==> src/rtl/cpu_core_pkg.sv <==
`default_nettype none
// cpu_core_pkg -- ISA encoding, FSM/ALU/jump enums, control struct and decoder
// for cpu_core_mc. Rev 1.0
package cpu_core_pkg;

  // Opcodes compare as 32-bit values so any OPC_W up to 32 decodes; set upper
  // opcode bits make an instruction undefined, which executes as NOP.
  localparam logic [31:0] OP_NOP    = 32'h00;
  localparam logic [31:0] OP_MOVA_I = 32'h01;
  localparam logic [31:0] OP_MOVB_I = 32'h02;
  localparam logic [31:0] OP_MOVA_B = 32'h03;
  localparam logic [31:0] OP_MOVB_A = 32'h04;
  localparam logic [31:0] OP_ADD    = 32'h05;
  localparam logic [31:0] OP_SUB    = 32'h06;
  localparam logic [31:0] OP_AND    = 32'h07;
  localparam logic [31:0] OP_OR     = 32'h08;
  localparam logic [31:0] OP_XOR    = 32'h09;
  localparam logic [31:0] OP_NOT    = 32'h0A;
  localparam logic [31:0] OP_SHL    = 32'h0B;
  localparam logic [31:0] OP_SHR    = 32'h0C;
  localparam logic [31:0] OP_ADD_I  = 32'h0D;
  localparam logic [31:0] OP_SUB_I  = 32'h0E;
  localparam logic [31:0] OP_CMP    = 32'h0F;
  localparam logic [31:0] OP_JMP    = 32'h10;
  localparam logic [31:0] OP_JEQ    = 32'h11;
  localparam logic [31:0] OP_JNE    = 32'h12;
  localparam logic [31:0] OP_JGT    = 32'h13;
  localparam logic [31:0] OP_JLT    = 32'h14;
  localparam logic [31:0] OP_JGE    = 32'h15;
  localparam logic [31:0] OP_JLE    = 32'h16;
  localparam logic [31:0] OP_JCS    = 32'h17;
  localparam logic [31:0] OP_LDA    = 32'h20;
  localparam logic [31:0] OP_LDB    = 32'h21;
  localparam logic [31:0] OP_LDA_B  = 32'h22;
  localparam logic [31:0] OP_STA    = 32'h23;
  localparam logic [31:0] OP_STB    = 32'h24;
  localparam logic [31:0] OP_STA_B  = 32'h25;
  localparam logic [31:0] OP_ST_SUM = 32'h26;
  localparam logic [31:0] OP_HALT   = 32'h7F;

  typedef enum logic [1:0] {
    S_FETCH = 2'd0,
    S_EXEC  = 2'd1,
    S_MEM   = 2'd2,
    S_HALT  = 2'd3
  } state_t;

  typedef enum logic [3:0] {
    ALU_ADD   = 4'd0,
    ALU_SUB   = 4'd1,
    ALU_AND   = 4'd2,
    ALU_OR    = 4'd3,
    ALU_XOR   = 4'd4,
    ALU_NOT   = 4'd5,
    ALU_SHL   = 4'd6,
    ALU_SHR   = 4'd7,
    ALU_PASSA = 4'd8,
    ALU_PASSB = 4'd9
  } alu_op_t;

  typedef enum logic [3:0] {
    JC_NONE   = 4'd0,
    JC_ALWAYS = 4'd1,
    JC_EQ     = 4'd2,
    JC_NE     = 4'd3,
    JC_GT     = 4'd4,
    JC_LT     = 4'd5,
    JC_GE     = 4'd6,
    JC_LE     = 4'd7,
    JC_CS     = 4'd8
  } jump_cond_t;

  localparam logic       SEL_A_REGA = 1'b0;
  localparam logic       SEL_A_REGB = 1'b1;
  localparam logic [1:0] SEL_B_REGB = 2'd0;
  localparam logic [1:0] SEL_B_LIT  = 2'd1;
  localparam logic [1:0] SEL_B_MDR  = 2'd2;
  localparam logic       ADDR_LIT   = 1'b0;
  localparam logic       ADDR_REGB  = 1'b1;
  localparam logic [1:0] WD_REGA    = 2'd0;
  localparam logic [1:0] WD_REGB    = 2'd1;
  localparam logic [1:0] WD_ALU     = 2'd2;

  typedef struct packed {
    alu_op_t    alu_op;
    logic       a_sel;
    logic [1:0] b_sel;
    logic       load_a;
    logic       load_b;
    logic       mem_rd;
    logic       mem_wr;
    logic       addr_sel;
    logic [1:0] wdata_sel;
    logic       flags_write;
    jump_cond_t jump_cond;
    logic       halt;
  } ctrl_t;

  function automatic ctrl_t decode(input logic [31:0] opc);
    ctrl_t c;
    c           = '0;
    c.alu_op    = ALU_PASSB;
    c.jump_cond = JC_NONE;
    case (opc)
      OP_MOVA_I: begin c.b_sel = SEL_B_LIT; c.load_a = 1'b1; end
      OP_MOVB_I: begin c.b_sel = SEL_B_LIT; c.load_b = 1'b1; end
      OP_MOVA_B: begin c.alu_op = ALU_PASSA; c.a_sel = SEL_A_REGB; c.load_a = 1'b1; end
      OP_MOVB_A: begin c.alu_op = ALU_PASSA; c.load_b = 1'b1; end
      OP_ADD:    begin c.alu_op = ALU_ADD; c.load_a = 1'b1; c.flags_write = 1'b1; end
      OP_SUB:    begin c.alu_op = ALU_SUB; c.load_a = 1'b1; c.flags_write = 1'b1; end
      OP_AND:    begin c.alu_op = ALU_AND; c.load_a = 1'b1; c.flags_write = 1'b1; end
      OP_OR:     begin c.alu_op = ALU_OR;  c.load_a = 1'b1; c.flags_write = 1'b1; end
      OP_XOR:    begin c.alu_op = ALU_XOR; c.load_a = 1'b1; c.flags_write = 1'b1; end
      OP_NOT:    begin c.alu_op = ALU_NOT; c.load_a = 1'b1; c.flags_write = 1'b1; end
      OP_SHL:    begin c.alu_op = ALU_SHL; c.load_a = 1'b1; c.flags_write = 1'b1; end
      OP_SHR:    begin c.alu_op = ALU_SHR; c.load_a = 1'b1; c.flags_write = 1'b1; end
      OP_ADD_I:  begin c.alu_op = ALU_ADD; c.b_sel = SEL_B_LIT; c.load_a = 1'b1; c.flags_write = 1'b1; end
      OP_SUB_I:  begin c.alu_op = ALU_SUB; c.b_sel = SEL_B_LIT; c.load_a = 1'b1; c.flags_write = 1'b1; end
      OP_CMP:    begin c.alu_op = ALU_SUB; c.flags_write = 1'b1; end
      OP_JMP:    c.jump_cond = JC_ALWAYS;
      OP_JEQ:    c.jump_cond = JC_EQ;
      OP_JNE:    c.jump_cond = JC_NE;
      OP_JGT:    c.jump_cond = JC_GT;
      OP_JLT:    c.jump_cond = JC_LT;
      OP_JGE:    c.jump_cond = JC_GE;
      OP_JLE:    c.jump_cond = JC_LE;
      OP_JCS:    c.jump_cond = JC_CS;
      // Loads finish in EXEC by passing MDR through the ALU into the target register.
      OP_LDA:    begin c.mem_rd = 1'b1; c.b_sel = SEL_B_MDR; c.load_a = 1'b1; end
      OP_LDB:    begin c.mem_rd = 1'b1; c.b_sel = SEL_B_MDR; c.load_b = 1'b1; end
      OP_LDA_B:  begin c.mem_rd = 1'b1; c.b_sel = SEL_B_MDR; c.load_a = 1'b1; c.addr_sel = ADDR_REGB; end
      OP_STA:    begin c.mem_wr = 1'b1; c.wdata_sel = WD_REGA; end
      OP_STB:    begin c.mem_wr = 1'b1; c.wdata_sel = WD_REGB; end
      OP_STA_B:  begin c.mem_wr = 1'b1; c.wdata_sel = WD_REGA; c.addr_sel = ADDR_REGB; end
      OP_ST_SUM: begin c.mem_wr = 1'b1; c.wdata_sel = WD_ALU; c.alu_op = ALU_ADD; end
      OP_HALT:   c.halt = 1'b1;
      default:   ;
    endcase
    return c;
  endfunction

endpackage
`default_nettype wire

==> src/rtl/cpu_core_mc_alu.sv <==
`default_nettype none
// alu_flags -- DATA_W-bit ALU producing result plus carry/borrow and overflow.
// C/V are live only when CPU_CV_FLAGS_EN is defined, otherwise tied low. Rev 1.0
module alu_flags
  import cpu_core_pkg::*;
#(
  parameter int DATA_W = 8
) (
  input  logic [DATA_W-1:0] a,
  input  logic [DATA_W-1:0] b,
  input  alu_op_t           op,
  output logic [DATA_W-1:0] result,
  output logic              c,
  output logic              v
);

`ifdef CPU_CV_FLAGS_EN
  localparam logic CV_EN = 1'b1;
`else
  localparam logic CV_EN = 1'b0;
`endif

  logic [DATA_W:0] sum;
  logic [DATA_W:0] diff;
  logic            c_raw;
  logic            v_raw;

  assign sum  = {1'b0, a} + {1'b0, b};
  assign diff = {1'b0, a} - {1'b0, b};

  always_comb begin
    result = '0;
    c_raw  = 1'b0;
    v_raw  = 1'b0;
    case (op)
      ALU_ADD: begin
        result = sum[DATA_W-1:0];
        c_raw  = sum[DATA_W];
        v_raw  = (a[DATA_W-1] == b[DATA_W-1]) && (sum[DATA_W-1] != a[DATA_W-1]);
      end
      ALU_SUB: begin
        // diff's extra bit is set exactly when a < b unsigned, i.e. a borrow.
        result = diff[DATA_W-1:0];
        c_raw  = diff[DATA_W];
        v_raw  = (a[DATA_W-1] != b[DATA_W-1]) && (diff[DATA_W-1] != a[DATA_W-1]);
      end
      ALU_AND:   result = a & b;
      ALU_OR:    result = a | b;
      ALU_XOR:   result = a ^ b;
      ALU_NOT:   result = ~a;
      ALU_SHL:   result = {a[DATA_W-2:0], 1'b0};
      ALU_SHR:   result = {1'b0, a[DATA_W-1:1]};
      ALU_PASSA: result = a;
      ALU_PASSB: result = b;
      default:   result = '0;
    endcase
  end

  assign c = c_raw & CV_EN;
  assign v = v_raw & CV_EN;

endmodule
`default_nettype wire

==> src/rtl/cpu_core_mc.sv <==
`default_nettype none
// cpu_core_mc -- multi-cycle A/B core: FETCH/EXEC/MEM/HALT, req/ack data memory,
// Z/N/C/V flags (C/V need CPU_CV_FLAGS_EN, see alu_flags). Rev 1.0
module cpu_core_mc
  import cpu_core_pkg::*;
#(
  parameter int DATA_W = 8,
  parameter int ADDR_W = 8,
  parameter int OPC_W  = 7
) (
  input  logic                    clk,
  input  logic                    rst_n,
  output logic [ADDR_W-1:0]       imem_addr,
  input  logic [OPC_W+DATA_W-1:0] imem_data,
  output logic                    dmem_req,
  output logic                    dmem_we,
  output logic [ADDR_W-1:0]       dmem_addr,
  output logic [DATA_W-1:0]       dmem_wdata,
  input  logic [DATA_W-1:0]       dmem_rdata,
  input  logic                    dmem_ack,
  output logic [DATA_W-1:0]       alu_out,
  output logic [DATA_W-1:0]       regA_out,
  output logic [DATA_W-1:0]       regB_out,
  output logic [3:0]              flags_out,
  output logic                    halted
);

  state_t                  state;
  logic [ADDR_W-1:0]       pc;
  logic [DATA_W-1:0]       reg_a;
  logic [DATA_W-1:0]       reg_b;
  logic [DATA_W-1:0]       mdr;
  logic [OPC_W+DATA_W-1:0] ir;
  logic [3:0]              flags;

  // In FETCH the decoder looks at the ROM word directly so the branch to
  // MEM/HALT/EXEC is taken on the same edge that latches IR.
  logic [OPC_W+DATA_W-1:0] word;
  logic [OPC_W-1:0]        opc;
  logic [DATA_W-1:0]       lit;
  ctrl_t                   ctrl;

  assign word = (state == S_FETCH) ? imem_data : ir;
  assign opc  = word[OPC_W+DATA_W-1:DATA_W];
  assign lit  = word[DATA_W-1:0];
  assign ctrl = decode(32'(opc));

  logic [DATA_W-1:0] op_a;
  logic [DATA_W-1:0] op_b;
  logic [DATA_W-1:0] alu_res;
  logic              alu_c;
  logic              alu_v;

  assign op_a = (ctrl.a_sel == SEL_A_REGB) ? reg_b : reg_a;

  always_comb begin
    case (ctrl.b_sel)
      SEL_B_LIT: op_b = lit;
      SEL_B_MDR: op_b = mdr;
      default:   op_b = reg_b;
    endcase
  end

  alu_flags #(.DATA_W(DATA_W)) u_alu (
    .a      (op_a),
    .b      (op_b),
    .op     (ctrl.alu_op),
    .result (alu_res),
    .c      (alu_c),
    .v      (alu_v)
  );

  logic [ADDR_W-1:0] mem_addr;
  logic [DATA_W-1:0] mem_wdata;
  logic              jump_taken;

  assign mem_addr = (ctrl.addr_sel == ADDR_REGB) ? reg_b[ADDR_W-1:0] : lit[ADDR_W-1:0];

  always_comb begin
    case (ctrl.wdata_sel)
      WD_REGB: mem_wdata = reg_b;
      WD_ALU:  mem_wdata = alu_res;
      default: mem_wdata = reg_a;
    endcase
  end

  // flags = {Z, N, C, V}
  always_comb begin
    case (ctrl.jump_cond)
      JC_ALWAYS: jump_taken = 1'b1;
      JC_EQ:     jump_taken = flags[3];
      JC_NE:     jump_taken = !flags[3];
      JC_GT:     jump_taken = !flags[3] && !flags[2];
      JC_LT:     jump_taken = flags[2];
      JC_GE:     jump_taken = !flags[2];
      JC_LE:     jump_taken = flags[3] || flags[2];
      JC_CS:     jump_taken = flags[1];
      default:   jump_taken = 1'b0;
    endcase
  end

  always_ff @(posedge clk or negedge rst_n) begin
    if (!rst_n) begin
      state      <= S_FETCH;
      pc         <= '0;
      reg_a      <= '0;
      reg_b      <= '0;
      mdr        <= '0;
      ir         <= '0;
      flags      <= '0;
      dmem_req   <= 1'b0;
      dmem_we    <= 1'b0;
      dmem_addr  <= '0;
      dmem_wdata <= '0;
      halted     <= 1'b0;
    end else begin
      case (state)
        S_FETCH: begin
          ir <= imem_data;
          if (ctrl.halt) begin
            state  <= S_HALT;
            halted <= 1'b1;
          end else if (ctrl.mem_rd || ctrl.mem_wr) begin
            state <= S_MEM;
          end else begin
            state <= S_EXEC;
          end
        end
        S_MEM: begin
          // First MEM cycle launches the request; ack only counts once req is up.
          if (!dmem_req) begin
            dmem_req   <= 1'b1;
            dmem_we    <= ctrl.mem_wr;
            dmem_addr  <= mem_addr;
            dmem_wdata <= mem_wdata;
          end else if (dmem_ack) begin
            dmem_req <= 1'b0;
            dmem_we  <= 1'b0;
            if (ctrl.mem_wr) begin
              pc    <= pc + ADDR_W'(1);
              state <= S_FETCH;
            end else begin
              mdr   <= dmem_rdata;
              state <= S_EXEC;
            end
          end
        end
        S_EXEC: begin
          if (ctrl.load_a) reg_a <= alu_res;
          if (ctrl.load_b) reg_b <= alu_res;
          if (ctrl.flags_write) flags <= {alu_res == '0, alu_res[DATA_W-1], alu_c, alu_v};
          pc    <= jump_taken ? lit[ADDR_W-1:0] : pc + ADDR_W'(1);
          state <= S_FETCH;
        end
        S_HALT: state <= S_HALT;
        default: state <= S_FETCH;
      endcase
    end
  end

  assign imem_addr = pc;
  assign alu_out   = alu_res;
  assign regA_out  = reg_a;
  assign regB_out  = reg_b;
  assign flags_out = flags;

endmodule
`default_nettype wire

==> config.mk <==
export PLATFORM = sky130hd
export DESIGN_NAME = cpu_core_mc
export DESIGN_NICKNAME = d
export VERILOG_FILES = /design/src/rtl/cpu_core_pkg.sv /design/src/rtl/cpu_core_mc_alu.sv /design/src/rtl/cpu_core_mc.sv
export SDC_FILE = /design/constraint.sdc
export NUM_CORES = 1
export LEC_CHECK = 0
export ABC_AREA = 1
export CAP_MARGIN = 25
export CORE_AREA = 2 2 108 110
export CTS_CLUSTER_DIAMETER = 150
export DETAILED_ROUTE_END_ITERATION = 7
export DIE_AREA = 0 0 110 112
export HOLD_SLACK_MARGIN = 0.12
export PLACE_DENSITY = 0.73
export SYNTH_ARGS = -nofsm -noshare
export SYNTH_HDL_FRONTEND = slang
export SYNTH_HIERARCHICAL = 1
export SYNTH_SLANG_ARGS = --single-unit
==> constraint.sdc <==
create_clock -name clk -period 8.4 [get_ports clk]
set_clock_uncertainty 0.2 [all_clocks]
set_input_delay 1.68 -clock clk [delete_from_list [all_inputs] [get_ports clk]]
set_output_delay 1.68 -clock clk [all_outputs]
set_load 0.02 [all_outputs]
==> results of run 1 <==
==> logic make-up after synthesis <==
group,Yosys count,synth area share
xor gates and xnor gates,12,0.0196
muxes,24,0.0466
adders and majority gates,30,0.0712
DFF,72,0.335
AOI/OAI and AO/OA,132,0.146
and+or+nand+nor,361,0.291
other,1,0.000698
buffers and inverters,122,0.0903
==> power groups by stage <==
stage / Clock, mW / Combinational (mW) / Sequential [mW]
final: 0.422 / 1.82 / 0.585
after global routing: 0.447 / 2.01 / 0.602
after CTS: 0.429 / 1.78 / 0.585
after detailed placement: 0 / 1.76 / 0.588
after global placement: 0 / 1.75 / 0.585
after floorplan: 0 / 1.14 / 0.652
==> metal layers <==
| metal | part of all wire | up-vias |
|---|---|---|
| met5 | 0 | - |
| met4 | 0.016 | 0 |
| met3 | 0.074 | 18 |
| met2 | 0.44 | 220 |
| met1 | 0.47 | 2587 |
| li1 | - | 2642 |
==> layout make-up <==
class,count,area [µm²]
clock buffers,9,225
clock inverters,7,101
fillers,1028,4460
inverters,108,407
multi-input cells,561,3120
flip-flops and latches,72,1800
well taps,143,179
repair buffers,90,881
==> how the worst max path moves through the flow <==
stage | from | end | cells after the start
floorplan | imem_data[12] | alu_out[7] | 29
CTS | imem_data[8] | alu_out[5] | 27
finish | imem_data[8] | alu_out[4] | 26
global route | imem_data[8] | alu_out[4] | 26
global placement | imem_data[12] | alu_out[5] | 24
detailed placement | imem_data[8] | alu_out[5] | 27
==> flip-flops by register name (all words and copies together), names as in the netlist, 2 cells and up <==
signal,count
regA_out,8
dmem_wdata,8
flags_out,4
mdr,8
dmem_addr,8
state,2
ir,15
imem_addr,8
regB_out,8
==> through the flow <==
stage,util,std cells,cell area (µm²)
finish,0.601,990,6710
global route,0.601,990,6710
CTS,0.598,990,6680
detailed placement,0.568,974,6350
global placement,0.568,974,6350
floorplan,-,755,5380
==> synth_stat cells (3+ instances only) <==
master	count
buf_2	3
nand4_1	7
nor2_2	6
buf_1	3
mux2_2	8
nor3_1	6
o22ai_1	21
o21ai_0	46
or2_2	3
o21ai_2	10
nand3b_1	3
nor2_1	48
nand2_4	3
inv_1	99
ha_1	29
nand2_1	222
xor2_1	10
a22oi_1	9
clkbuf_1	4
o21ai_1	15
inv_2	7
nand3_1	44
nor2_4	4
mux2i_1	16
nand2_2	10
a21oi_1	22
dfrtp_1	72
==> worst max-delay path: cells and delay by family <==
| kind | cells | cell delay, ns |
|---|---|---|
| buf+inv | 6 | 1.37 |
| compound gates | 6 | 0.78 |
| simple gates | 11 | 1.13 |
| fa+ha+maj | 3 | 1.08 |
==> timing repair <==
action | in CTS | in global routing
hold buffers | 0 | 0
endpoints found under the setup margin | 1 | 7
hold endpoints to repair | 0 | 0
resized for setup | 2 | 7
==> reports/metrics.csv, run 1 <==
stage,metric,value,unit
run_status,status,"complete, no violations",
yosys,Yosys reg bits,72,
power_and_ir_drop,Switching Share,0.505,
grt,vias in the first global route,5120,
timing,RSZ-0062 raised after global routing,no,
timing,hold_ws,0.289,ns
timing,Worst Tran Pin Value,0.919,ns
placed_design,port buffer count,80,
grt,first-pass GRT wire length,26200,µm
timing,Tcrit/Tclk final,0.942,
die,Initial Util,0.481,
grt,GR peak layer,met2,
grt,grt ovf,0,
layout,most used cells in the layout excluding fill and tap cells,"nand2_1, inv_1, clkdlybuf4s50_1",
timing,"Min Clock Period, post-route",7.91,ns
clocking,CTS tree,done,
clocking,Root Driver,clkbuf_16,
clocking,latest clock arrival within the worst-skew pair,0.34,ns
setup_path,Critical Path End Type,primary output,
grt,GR Util met3,0.0463,
yosys,Synth async-reset ratio,1.00,
setup_path,Worst Path Max Fanout,13,
layout,Nets,898,
yosys,"EDFF count, synth",0,
die,DIE WIDTH,110,µm
detailed_routing,via count,5467,
power_and_ir_drop,Tot Pwr,2.82,mW
grt,Global Route Usage Sum,0.275,
grt,initial antenna violation count,0,
detailed_routing,drt pass-1 iters,5,
yosys,Netlist cell types,45,
die,die height,112,µm
power_and_ir_drop,Combinational Power Share,0.643,
setup_path,reg2reg start,state[1],
setup_path,crit-path most repeated cell,nand2_1,
layout,"most common cell after layout, fill and taps aside",nand2_1,
worst_hold_path,Hold WC Path Type,reg -> reg,
yosys,sequential area share after synthesis,0.335,
yosys,ys flop type,dfrtp_1,
yosys,Mapped Avg Cell Area,7.13,µm²
setup_path,slowest cell delay on critical path,0.56,ns
setup_path,critical path type,in -> out,
setup_path,CP max stage cell,clkdlybuf4s50_1,
layout,# diodes,0,
timing,Max Slew Vio Count,0,
timing,final-report setup violation count,0,
yosys,synthesized area,5370,µm²
layout,Area Growth Syn to Fin,24.9,%
worst_hold_path,WHS Endpoint,dmem_wdata[0],
power_and_ir_drop,Clock Power Share,0.150,
detailed_routing,DR WL/cell,16.4,µm
setup_path,CP Data Required Time,6.52,ns
setup_path,FF-to-FF path depth,29,
detailed_routing,Post-DRT Antenna Nets,0,
detailed_routing,via/cell ratio,5.52,
setup_path,R2R Path End,flags_out[3],
yosys,share of the synthesized area in the top cell type,0.335,
power_and_ir_drop,pwr/cell area,420,nW/µm²
clocking,H-tree Lvls,3,
power_and_ir_drop,Peak VDD IR,0.229,mV
placed_design,dpl ws,0.0149,ns
yosys,cells after synthesis,754,
die,core box area,11200,µm²
yosys,largest area contributor in the netlist,dfrtp_1,
placed_design,HPWL after DPL,12500,µm
die,row count,39,
clocking,CTS max path bufs,2,
setup_path,reg2reg setup slack,2.81,ns
power_and_ir_drop,sw power,1.43,mW
timing,final critical-path setup slack,0.487,ns
clocking,clk slew on worst S/H paths,0.06,ns
timing,Final TNS setup,0,ns
power_and_ir_drop,Static Leak,3.38,nW
detailed_routing,initial DRC count,494,
timing,Fmax,0.126,GHz
clocking,clk sink count,72,
clocking,TritonCTS Buffers,9,
setup_path,crit path launch type,primary input,
worst_hold_path,worst hold stages,2,
die,I/O Pins,81,
timing,relative slew slack,0.387,
job,max_cap viols,0,
grt,met1 Use GR,0.405,
detailed_routing,drt total wl,16200,µm
grt,M2 GR Usage,0.413,
yosys,"top cells by area, synth","dfrtp_1, nand2_1, inv_1, ha_1, o21ai_0",
placed_design,Final Wtd Congestion,1.01,
timing,Fin. Hold Viols,0,
setup_path,WP data arrival,6.03,ns
die,die area,12300,µm²
layout,share of layout cells above drive strength 1,0.100,
grt,largest net degree at the start of global routing,73,
clocking,post-CTS setup buffer count,0,
detailed_routing,residual DRC count,0,
worst_hold_path,HP Start,dmem_wdata[0],
power_and_ir_drop,Sequential Power Share,0.207,
yosys,Synthesis Warnings,6,
power_and_ir_drop,internal power,1.40,mW
(Power assumes the default switching activity.)
==> inputs of run 2 (changes only) <==
--- a/config.mk
+++ b/config.mk
@@ -12,7 +12,7 @@
 export DETAILED_ROUTE_END_ITERATION = 7
 export DIE_AREA = 0 0 110 112
 export HOLD_SLACK_MARGIN = 0.12
-export PLACE_DENSITY = 0.73
+export PLACE_DENSITY_LB_ADDON = 0.08
 export SYNTH_ARGS = -nofsm -noshare
 export SYNTH_HDL_FRONTEND = slang
 export SYNTH_HIERARCHICAL = 1
==> run 2 against run 1 <==
Count of clock-buffer cells in the layout increased by 1. Combinational power about the same. Register-to-register slack got worse by 0.02 ns. Global-route usage decreased by 0.14 points. Hold slack got worse by 0.014 ns. Critical path depth unchanged. Wire length decreased by 1.9%. Flip-flop and latch count unchanged. Die area unchanged. Total power decreased by 1.6%.
==> reports/metrics.csv, run 2 (synthesized netlist as in run 1, its figures left out) <==
stage,metric,value,unit
setup_path,R2R Path End,flags_out[3],
die,DIE WIDTH,110,µm
setup_path,critical path type,in -> out,
grt,first-pass GRT wire length,26000,µm
clocking,CTS tree,done,
clocking,CTS max path bufs,2,
worst_hold_path,HP Start,halted,
placed_design,port buffer count,80,
setup_path,FF-to-FF path depth,29,
power_and_ir_drop,Static Leak,3.36,nW
power_and_ir_drop,pwr/cell area,415,nW/µm²
layout,Area Growth Syn to Fin,24.5,%
setup_path,reg2reg start,state[1],
setup_path,Critical Path End Type,primary output,
clocking,H-tree Lvls,3,
detailed_routing,via/cell ratio,5.35,
setup_path,crit path launch type,primary input,
timing,final critical-path setup slack,0.425,ns
setup_path,Top Family by Delay on Critical Path,buffers and inverters,
placed_design,dpl ws,0.0589,ns
setup_path,launch point of the worst path,imem_data[8],
setup_path,crit-path most repeated cell,nand2_1,
clocking,clk sink count,72,
timing,"Min Clock Period, post-route",7.98,ns
power_and_ir_drop,Peak VDD IR,0.318,mV
die,I/O Pins,81,
run_status,status,"complete, no violations",
clocking,clk slew on worst S/H paths,0.06,ns
setup_path,CP max stage cell,clkdlybuf4s50_1,
layout,# diodes,0,
grt,vias in the first global route,4959,
timing,Max Slew Vio Count,0,
detailed_routing,DR WL/cell,16.1,µm
setup_path,WP data arrival,6.10,ns
layout,flip-flop count of the largest register after layout,15,
layout,"Most flops, register",ir,
timing,final-report setup violation count,0,
die,Initial Util,0.481,
clocking,TritonCTS Buffers,9,
timing,Fin. Hold Viols,0,
detailed_routing,drt pass-1 iters,5,
grt,initial antenna violation count,0,
die,die height,112,µm
setup_path,slowest cell delay on critical path,0.65,ns
layout,"most common cell after layout, fill and taps aside",nand2_1,
placed_design,Final Wtd Congestion,0.941,
detailed_routing,Post-DRT Antenna Nets,0,
setup_path,Worst Path Max Fanout,9,
grt,largest net degree at the start of global routing,73,
placed_design,HPWL after DPL,12300,µm
clocking,# hold bufs at CTS,0,
die,die area,12300,µm²
layout,share of layout cells above drive strength 1,0.103,
clocking,Root Driver,clkbuf_16,
clocking,latest clock arrival within the worst-skew pair,0.34,ns
grt,grt ovf,0,
setup_path,reg2reg setup slack,2.79,ns
setup_path,CP Data Required Time,6.52,ns
layout,most used cells in the layout excluding fill and tap cells,"nand2_1, inv_1, clkdlybuf4s50_1",
timing,Worst Tran Pin Value,0.948,ns
die,row count,39,
job,max_cap viols,0,
timing,Fmax,0.125,GHz
setup_path,worst setup path endpoint,alu_out[4],
timing,RSZ-0062 raised after global routing,no,
layout,Nets,899,
setup_path,critical path depth,26,
detailed_routing,drt total wl,15900,µm
timing,Final TNS setup,0,ns
grt,Global Route Usage Sum,0.274,
detailed_routing,via count,5298,
timing,relative slew slack,0.368,
detailed_routing,initial DRC count,344,
die,core box area,11200,µm²
setup_path,Buf/Inv on CP,6,
detailed_routing,residual DRC count,0,
worst_hold_path,Hold WC Path Type,reg -> reg,
timing,Tcrit/Tclk final,0.949,
## run 2: routing by layer
layer,vias up,global-route usage,part of all wire
met5,-,0,0
met3,21,0.0626,0.056
met1,2493,0.407,0.48
met2,152,0.402,0.45
li1,2632,-,-
met4,0,0.0667,0.015
## run 2: where the power goes
group	switching (mW)	internal [mW]	total, mW
clock network	0.151	0.236	0.386
logic	1.15	0.656	1.81
registers	0.102	0.483	0.585
total	1.40	1.37	2.78
## run 2: worst min path at each step
stage                        end  cells past startpoint
after floorplan            ir[0]                      2
after global placement    halted                      1
after detailed placement  halted                      1
after CTS                 halted                      1
after global routing      halted                      1
final                     halted                      1
## run 2: metrics by stage
step           power (mW)  cell area [µm²]   util  cells  hold WS (ns)
6_report             2.78             6690  0.599    990         0.275
5_1_grt              3.01             6690  0.599    990         0.316
4_1_cts              2.76             6640  0.594    988         0.278
3_5_place_dp         2.36             6340  0.567    973         0.261
3_3_place_gp         2.34             6340  0.567    973         0.258
2_1_floorplan        1.79             5380      -    755         0.275
## run 2: timing repair
item	4_1_cts	5_1_grt
endpoints found under the setup margin	0	5
buffers inserted	0	2
gates resized for setup	0	10
## run 2: layout make-up
type / instances / area (µm²)
fill: 1064 / 4480
multi-input combinational: 561 / 3120
sequential: 72 / 1800
timing repair buffer: 91 / 888
inverter: 108 / 407
clock buffer: 10 / 239
tap: 143 / 179
clock inverter: 5 / 57.6
==> inputs of run 3 (changes only) <==
--- a/config.mk
+++ b/config.mk
@@ -5,12 +5,11 @@
 export SDC_FILE = /design/constraint.sdc
 export NUM_CORES = 1
 export LEC_CHECK = 0
-export ABC_AREA = 1
 export CAP_MARGIN = 25
-export CORE_AREA = 2 2 108 110
+export CORE_AREA = 2 2 109 111
 export CTS_CLUSTER_DIAMETER = 150
 export DETAILED_ROUTE_END_ITERATION = 7
-export DIE_AREA = 0 0 110 112
+export DIE_AREA = 0 0 111 113
 export HOLD_SLACK_MARGIN = 0.12
 export PLACE_DENSITY_LB_ADDON = 0.08
 export SYNTH_ARGS = -nofsm -noshare
==> run 3 against run 2 <==
Count of clock-buffer cells in the layout down 1. Wire length up 4.3%. Die area up 1.8%. Largest cell class unchanged. Cell area rose by 1.8%. Synthesized area rose by 1.5%.
==> reports/metrics.csv, run 3 <==
stage,metric,value,unit
run_status,status,"complete, no violations",
power_and_ir_drop,pwr/cell area,420,nW/µm²
yosys,"top cells by area, synth","dfrtp_1, mux2_2, ha_1, nand2_1, mux2i_1",
power_and_ir_drop,Peak VDD IR,0.246,mV
layout,flip-flop count of the largest register after layout,15,
layout,# diodes,0,
die,die height,113,µm
layout,Post-Route Utilization,0.604,
yosys,most frequent cells after synthesis,"nand2_1, dfrtp_1, o21ai_0",
setup_path,Critical Path End Type,primary output,
detailed_routing,drt total wl,16600,µm
grt,Global Route Usage Sum,0.270,
timing,Fmax,0.124,GHz
timing,RSZ-0062 raised after global routing,no,
setup_path,crit path launch type,primary input,
layout,post-route cell area,6810,µm²
layout,most used cells in the layout excluding fill and tap cells,"nand2_1, clkdlybuf4s50_1, dfrtp_1",
layout,flip-flop and latch area,1800,µm²
timing,final critical-path setup slack,0.317,ns
clocking,TritonCTS Buffers,9,
clocking,CTS max path bufs,2,
clocking,H-tree Lvls,3,
timing,Max Slew Vio Count,0,
placed_design,Final Wtd Congestion,0.947,
detailed_routing,via count,5112,
yosys,XOR/XNOR share of the synthesized area,0.0238,
clocking,latest clock arrival within the worst-skew pair,0.35,ns
placed_design,port buffer count,80,
placed_design,dpl ws,0.122,ns
grt,vias in the first global route,4954,
yosys,synthesized area,5460,µm²
yosys,Synth Area in Simple Gates,0.167,
yosys,Compound-Gate Fraction of Synth Area,0.218,
yosys,main combinational cell family by area after synthesis,compound AO/OA/AOI/OAI gates,
yosys,Netlist cell types,78,
timing,Worst Tran Pin Value,0.970,ns
detailed_routing,drt pass-1 iters,5,
setup_path,critical path type,in -> out,
layout,Multi-input gate area,3360,µm²
grt,largest net degree at the start of global routing,73,
yosys,ys flop type,dfrtp_1,
clocking,post-CTS setup buffer count,0,
layout,fillers,1004,
yosys,largest area contributor in the netlist,dfrtp_1,
yosys,Post-Synth Adder-Cell Area,0.0702,
grt,first-pass GRT wire length,26800,µm
placed_design,DP Area,6470,µm²
power_and_ir_drop,Static Leak,3.03,nW
layout,Area Growth Syn to Fin,24.8,%
layout,share of layout cells above drive strength 1,0.165,
die,Initial Util,0.484,
setup_path,CP Data Required Time,6.52,ns
grt,initial antenna violation count,0,
clocking,clk slew on worst S/H paths,0.06,ns
yosys,sequential area share after synthesis,0.330,
timing,Tcrit/Tclk final,0.962,
yosys,"count leader, synth",nand2_1,
job,max_cap viols,0,
worst_hold_path,Hold WC Path Type,reg -> reg,
layout,"most common cell after layout, fill and taps aside",nand2_1,
detailed_routing,Post-DRT Antenna Nets,0,
timing,final-report setup violation count,0,
setup_path,Worst Path Max Fanout,5,
die,I/O Pins,81,
detailed_routing,initial DRC count,407,
die,row count,39,
yosys,Mapped Avg Cell Area,9.00,µm²
clocking,CTS tree,done,
clocking,post-cts resize count,0,
timing,Fin. Hold Viols,0,
clocking,# hold bufs at CTS,0,
timing,hold_ws,0.271,ns
yosys,Synthesis Warnings,6,
yosys,post-synthesis mux area share,0.131,
die,die area,12500,µm²
yosys,cells after synthesis,606,
yosys,Yosys reg bits,72,
timing,Final TNS setup,0,ns
placed_design,HPWL after DPL,12300,µm
detailed_routing,residual DRC count,0,
yosys,Synth async-reset ratio,1.00,
timing,"Min Clock Period, post-route",8.08,ns
detailed_routing,DR WL/cell,19.7,µm
layout,Nets,752,
layout,"Most flops, register",ir,
clocking,Root Driver,clkbuf_16,
die,DIE WIDTH,111,µm
yosys,"EDFF count, synth",0,
detailed_routing,via/cell ratio,6.06,
timing,relative slew slack,0.352,
grt,grt ovf,0,
yosys,share of the synthesized area in the top cell type,0.330,
clocking,clk sink count,72,
die,core box area,11300,µm²
setup_path,WP data arrival,6.20,ns
## run 3: cell types whose count changed after synthesis, moves of 8 or more
cell | before | now
nand2_1 | 222 | 91
inv_1 | 99 | 34
nand3_1 | 44 | 8
mux2_2 | 8 | 36
o22ai_1 | 21 | 9
nor2_1 | 48 | 37
o21ai_1 | 15 | 4
mux2i_1 | 16 | 26
nand2_2 | 10 | 0
o21ai_2 | 10 | 0
xnor2_1 | 2 | 12
nor2b_1 | 0 | 9
xor2_1 | 10 | 1
a22oi_1 | 9 | 17
## run 3: cells by family after synthesis
kind of cell,count (synthesis)
compound gates,168
xor+xnor,14
fa+ha+maj,30
buf+inv,67
flops,72
mux,65
other cells,1
simple gates,189
## run 3: critical path, cell delays in order
cell and delay (ns):
clkdlybuf4s50_1 0.44, nor4_1 0.30, a21oi_1 0.14, nand2b_1 0.20
or3_1 0.41, inv_1 0.08, ha_1 0.21, a22oi_1 0.08
o21ai_0 0.28, inv_1 0.10, ha_1 0.29, a21o_1 0.15
inv_1 0.05, ha_1 0.25, nor2b_1 0.26, o21a_1 0.15
nor2_1 0.04, xnor2_1 0.12, a211o_1 0.40, clkdlybuf4s50_1 0.58
## run 3: worst paths after layout
| kind | from | to | slack [ns] | cells after the start |
|---|---|---|---|---|
| max in group asynchronous | rst_n | regA_out[3] | 6.52 | 2 |
| min reg2reg | halted | halted | 0.27 | 1 |
| max reg2reg | state[1] | dmem_wdata[6] | 2.84 | 25 |
| max | imem_data[14] | alu_out[3] | 0.32 | 20 |
| min in group asynchronous | rst_n | ir[9] | 0.94 | 1 |
| min | halted | halted | 0.27 | 1 |
## run 3: area by class of cell
type	count	share of cell area
Multi-Input combinational cell	468	0.493
Sequential cell	72	0.265
Timing Repair Buffer	110	0.155
Clock buffer	9	0.0331
Tap cell	143	0.0263
Inverter	35	0.0193
Clock inverter	7	0.00900
## run 3: where the power goes
group          internal (mW)  total, mW  switching, mW
clock                  0.206      0.379          0.173
sequential             0.493      0.646          0.153
combinational          0.784       1.83           1.05
total                   1.48       2.86           1.38
## run 3: routing by layer
| layer | vias up | GRT usage | wire length, µm |
|---|---|---|---|
| met2 | 211 | 0.435 | 7810 |
| met3 | 26 | 0.0659 | 1270 |
| li1 | 2380 | - | - |
| met4 | 0 | 0.0992 | 383 |
| met5 | - | 0 | 0 |
| met1 | 2495 | 0.355 | 7160 |
## run 3: per-stage QoR
step           cells  total power, mW
5_1_grt          844             3.05
6_report         844             2.86
3_3_place_gp     827             2.43
2_1_floorplan    607             1.82
4_1_cts          843             2.84
3_5_place_dp     827             2.45
